File: src/rtl/monobit_sched.sv
// monobit_sched: run-level controller for the monobit frequency-test core.
// Frames a valid/ready bit stream into BLOCK_LEN-bit blocks, clears and feeds
// the core once per block, tallies verdicts and reports a run verdict after
// NUM_BLOCKS blocks.
// Optional build macro MONOBIT_SCHED_TIMEOUT_EN adds a WAIT-state watchdog
// (TIMEOUT cycles) that sets sticky timeout_err and scores the block as a fail.
module monobit_sched #(
   parameter int BLOCK_LEN  = 128,
   parameter int NUM_BLOCKS = 16,
   parameter int MAX_FAIL   = 2,
   parameter int TIMEOUT    = 1024,
   localparam int CW        = $clog2(NUM_BLOCKS + 1)
) (
   input  logic          clk,
   input  logic          rst_n,
   input  logic          start,
   input  logic          abort,
   input  logic          bit_in,
   input  logic          bit_vld,
   output logic          bit_rdy,
   output logic          core_clr,
   output logic          core_bit,
   output logic          core_bit_vld,
   input  logic          core_done,
   input  logic          core_is_random,
   output logic          busy,
   output logic          run_done,
   output logic          run_pass,
   output logic [CW-1:0] pass_cnt,
   output logic [CW-1:0] fail_cnt,
   output logic          timeout_err
);

   localparam int BW = $clog2(BLOCK_LEN + 1);

   typedef enum logic [2:0] {
      IDLE,
      CLEAR,
      FEED,
      WAIT,
      TALLY,
      DONE
   } state_t;

   state_t        state;
   state_t        state_nxt;
   logic [BW-1:0] bit_cnt;
   logic [CW-1:0] blk_cnt;
   logic          verdict_q;
   logic          xfer;
   logic          abort_hit;
   logic          start_hit;
   logic          timeout_hit;

   assign xfer      = bit_vld & bit_rdy;
   assign abort_hit = abort & (state != IDLE);
   assign start_hit = (state == IDLE) & start & ~abort;

   // Next-state and state-decoded outputs; abort overrides every transition
   always_comb begin
      state_nxt = state;
      bit_rdy   = 1'b0;
      run_done  = 1'b0;
      busy      = (state != IDLE);
      case (state)
         IDLE:  if (start_hit) state_nxt = CLEAR;
         CLEAR: state_nxt = FEED;
         FEED: begin
            bit_rdy = 1'b1;
            if (xfer && (bit_cnt == BW'(BLOCK_LEN - 1))) state_nxt = WAIT;
         end
         WAIT:  if (core_done || timeout_hit) state_nxt = TALLY;
         TALLY: state_nxt = (blk_cnt == CW'(NUM_BLOCKS - 1)) ? DONE : CLEAR;
         DONE: begin
            run_done  = 1'b1;
            state_nxt = IDLE;
         end
         default: state_nxt = IDLE;
      endcase
      if (abort_hit) state_nxt = IDLE;
   end

   // State register
   always_ff @(posedge clk or negedge rst_n) begin
      if (!rst_n) state <= IDLE;
      else        state <= state_nxt;
   end

   // Core-side registered outputs: clear pulse, bit and qualifier
   always_ff @(posedge clk or negedge rst_n) begin
      if (!rst_n) begin
         core_clr     <= 1'b0;
         core_bit     <= 1'b0;
         core_bit_vld <= 1'b0;
      end else begin
         // clear lands in the CLEAR cycle, or in the first IDLE cycle after abort
         core_clr     <= (state_nxt == CLEAR) | abort_hit;
         core_bit_vld <= xfer & ~abort;
         if (xfer) core_bit <= bit_in;
      end
   end

   // Bit, block and result counters plus verdict latch
   always_ff @(posedge clk or negedge rst_n) begin
      if (!rst_n) begin
         bit_cnt   <= '0;
         blk_cnt   <= '0;
         pass_cnt  <= '0;
         fail_cnt  <= '0;
         run_pass  <= 1'b0;
         verdict_q <= 1'b0;
      end else begin
         if (state == CLEAR)  bit_cnt <= '0;
         else if (xfer)       bit_cnt <= bit_cnt + BW'(1);

         if (start_hit) begin
            blk_cnt  <= '0;
            pass_cnt <= '0;
            fail_cnt <= '0;
            run_pass <= 1'b0;
         end else if (!abort) begin
            case (state)
               WAIT: begin
                  if (core_done)        verdict_q <= core_is_random;
                  else if (timeout_hit) verdict_q <= 1'b0;
               end
               TALLY: begin
                  if (verdict_q) pass_cnt <= pass_cnt + CW'(1);
                  else           fail_cnt <= fail_cnt + CW'(1);
                  blk_cnt <= blk_cnt + CW'(1);
               end
               DONE: run_pass <= (int'(fail_cnt) <= MAX_FAIL);
               default: ;
            endcase
         end
      end
   end

`ifdef MONOBIT_SCHED_TIMEOUT_EN
   localparam int TW = $clog2(TIMEOUT + 1);

   logic [TW-1:0] wait_cnt;

   assign timeout_hit = (state == WAIT) & ~core_done & (wait_cnt == TW'(TIMEOUT - 1));

   // WAIT-cycle counter and sticky watchdog flag
   always_ff @(posedge clk or negedge rst_n) begin
      if (!rst_n) begin
         wait_cnt    <= '0;
         timeout_err <= 1'b0;
      end else begin
         if (state != WAIT) wait_cnt <= '0;
         else               wait_cnt <= wait_cnt + TW'(1);
         if (start_hit)                  timeout_err <= 1'b0;
         else if (timeout_hit && !abort) timeout_err <= 1'b1;
      end
   end
`else
   assign timeout_hit = 1'b0;
   assign timeout_err = 1'b0;
`endif

endmodule

File: config.mk
export PLATFORM = sky130hd
export DESIGN_NAME = monobit_sched
export DESIGN_NICKNAME = d
export VERILOG_FILES = /design/src/rtl/monobit_sched.sv
export SDC_FILE = /design/constraint.sdc
export NUM_CORES = 1
export LEC_CHECK = 0
export ABC_AREA = 1
export CAP_MARGIN = 25
export CORE_AREA = 2 2 65 67
export DETAILED_ROUTE_END_ITERATION = 10
export DIE_AREA = 0 0 67 69
export PLACE_DENSITY = 0.7
export SYNTH_ARGS = -nofsm -noshare
export SYNTH_HDL_FRONTEND = slang
export SYNTH_SLANG_ARGS = --single-unit
File: constraint.sdc
create_clock -name clk -period 2.4 [get_ports clk]
set_input_delay 0.36 -clock clk [delete_from_list [all_inputs] [get_ports clk]]
set_output_delay 0.36 -clock clk [all_outputs]
set_load 0.02 [all_outputs]
==> impl_metrics.json <==
{
  "final_hold_viol_count": 0,
  "hp-class": "in -> async",
  "grt_pass1_wl_um": 6340,
  "fin_ws_ns": 0.354,
  "diodes": 0,
  "hold_buffers": 0,
  "cts_tree": "built",
  "hpwl_um": 2590,
  "power.density_mw_per_mm2": 816,
  "die_y_um": 69,
  "finalSetupTns_ns": 0,
  "post_cts_resized": 0,
  "final_util_pct": 57.3,
  "antenna_found_initial": 0,
  "initial_core_util_pct": 47.5,
  "max_freq_ghz": 0.489,
  "numCtsBuffers": 5,
  "cap_violations": 0,
  "cp_max_fo": 6,
  "synth-adder-area-share_pct": 4.03,
  "reg2reg_from": "state[2]",
  "ctsLongestPathBuffers": 2,
  "drt-total-wl_um": 3710,
  "clock_latency_ns": 0.29,
  "status": "completed",
  "crit_type": "reg -> out",
  "fin_crit_sh_pct": 85.2,
  "setup_violations": 0,
  "synthXorXnorAreaFrac_pct": 1.88,
  "drc": 0,
  "routed_via_density": 4.95,
  "syn_to_final_growth_pct": 20.5,
  "critPathCaptureType": "primary output",
  "grt_remaining_overflow": 0,
  "synth_compound_gate_area_share_pct": 5.51,
  "crit_start": "state[2]",
  "reg2reg_slack_ns": 0.82,
  "syn_inst": 235,
  "crit_required_ns": 2.04,
  "seq_area_frac_synth_pct": 41.7,
  "yosys-top-cells-area": "dfrtp_1, nand2_1, inv_1",
  "grt_start_max_net_pins": 32,
  "critPathLaunchType": "flip-flop",
  "core_mm2": 0.00391,
  "post_drt_wl_per_cell_um": 11.8,
  "cts-root-buf": "clkbuf_8",
  "io_pins": 26,
  "vias": 1550,
  "synth_cell_types": 27,
  "synth_largest_area_cell": "dfrtp_1",
  "synth_top_family_by_area": "simple AND/OR/NAND/NOR gates",
  "portBuffers": 24,
  "avgSynthCellArea_um2": 7.92,
  "synth_nets": 249,
  "drive_above_1_share_pct": 10.6,
  "clkTransAtPathRegs_ns": 0.07,
  "nets": 276,
  "place_ws_ns": 0.467,
  "cts_sinks": 31,
  "yosys.area_share.simple_pct": 36.5,
  "hold-worst-slack_ns": 0.464,
  "drtIter0Drc": 119,
  "synthMuxAreaShare_pct": 0,
  "leakage_uw": 0.00115,
  "grt_use_total_pct": 17.7,
  "ant_nets": 0,
  "postCtsSetupBuffers": 0,
  "cp.arrival_ns": 1.69,
  "crit_path_end": "bit_rdy",
  "reg2reg_depth": 6,
  "synthesis.area_mm2": 0.00186,
  "finalCriticalPeriod_ns": 2.05,
  "slew_violations": 0,
  "dieArea_mm2": 0.00462,
  "rows": 23,
  "synth-seq-cells": 31,
  "die_w_um": 67,
  "place_congestion": 0.823,
  "grt_pass1_vias": 1458,
  "yosysWarnings": 0,
  "finClkSkew_ns": 0.00503,
  "r2r-end": "fail_cnt[1]",
  "first_pass_iters": 4,
  "peakVddDrop_mv": 0.455,
  "rsz0062_at_grt": "false",
  "htree_levels": 2,
  "synth_top_area_share_pct": 41.7
}
synthesized netlist by cell type, drive strengths merged:
cell type   n
a21oi       2
buf         5
conb        1
dfrtp      31
ha          6
inv        36
nand2      79
nand3      20
nand3b      1
nand4      19
nor2       15
nor3        1
nor4        1
o211ai      1
o21ai      12
or2         1
xor2        4
metrics by stage:
step | instances | cell area, um2 | total power (uW)
final | 313 | 2240 | 1830
after global routing | 313 | 2240 | 1940
after CTS | 313 | 2240 | 1840
after detailed placement | 305 | 2120 | 1300
after global placement | 305 | 2120 | 1290
after floorplan | 235 | 1860 | 1080
kinds of logic after synthesis:
family,after synthesis
DFF,31
other,1
adders and majority gates,6
xor gates and xnor gates,4
AOI/OAI and AO/OA,15
buffers and inverters,41
and+or+nand+nor,137
critical path: stages, from the launching register on:
cell and delay (ns):
dfrtp_1 0.49, inv_4 0.14, nand3_4 0.11, inv_1 0.07
clkdlybuf4s50_1 0.59
power breakdown:
| group | internal (uW) | total, uW | switching, uW |
|---|---|---|---|
| Clock | 336 | 539 | 203 |
| Sequential | 619 | 750 | 131 |
| Combinational | 234 | 541 | 306 |
| Total | 1190 | 1830 | 641 |
cell type report:
cell class,instances,area [um2]
clock buffers,6,82.6
clock inverters,2,35.0
fillers,375,1670
inverters,36,143
multi-input cells,163,896
flip-flops and latches,31,776
well taps,50,62.6
repair buffers,25,248
routing by layer:
layer | routed length, um | GRT usage [%]
met5 | 0 | 0
met1 | 1710 | 23.0
met2 | 1810 | 28.1
met3 | 121 | 4.08
met4 | 66 | 7.26
flip-flops by register name, indices dropped and copies added (netlist names):
register,cells
bit_cnt,8
blk_cnt,5
fail_cnt,5
pass_cnt,5
state,3
core_bit,1
core_bit_vld,1
core_clr,1
run_pass,1
verdict_q,1
worst min path at each step:
| stage | end | depth (start not counted) | slack [ns] | startpoint |
|---|---|---|---|---|
| after floorplan | bit_cnt[0] | 0 | 0.06 | rst_n |
| after global placement | blk_cnt[3] | 2 | 0.47 | blk_cnt[3] |
| after detailed placement | core_bit | 2 | 0.46 | core_bit |
| after CTS | pass_cnt[3] | 2 | 0.48 | rst_n |
| after global routing | pass_cnt[3] | 2 | 0.51 | rst_n |
| final | pass_cnt[0] | 2 | 0.46 | rst_n |
cells in the final DEF, fill, tap and decap left out:
cell             synthesis  routed
conb_1                   1       1
nor2_8                   2       2
nand3_2                  2       2
inv_1                   32      32
nor4_1                   1       1
o211ai_4                 1       1
nand3_1                 16      16
clkinv_2                 0       1
clkdlybuf4s50_1          0      24
ha_1                     6       6
o21ai_2                  3       3
o21ai_0                  9       9
bufinv_16                0       1
clkbuf_8                 0       6
nor3_1                   1       1
or2_2                    1       1
nand2_1                 76      76
nand2_2                  3       3
nor2_1                  12      12
nand3b_1                 1       1
nor2_4                   1       1
a21oi_1                  2       2
nand3_4                  2       2
dfrtp_1                 31      31
xor2_1                   4       4
inv_4                    3       3
inv_2                    1       1
nand4_1                 19      19
buf_4                    1       1
No activity file was read; power rests on OpenSTA's default activity.
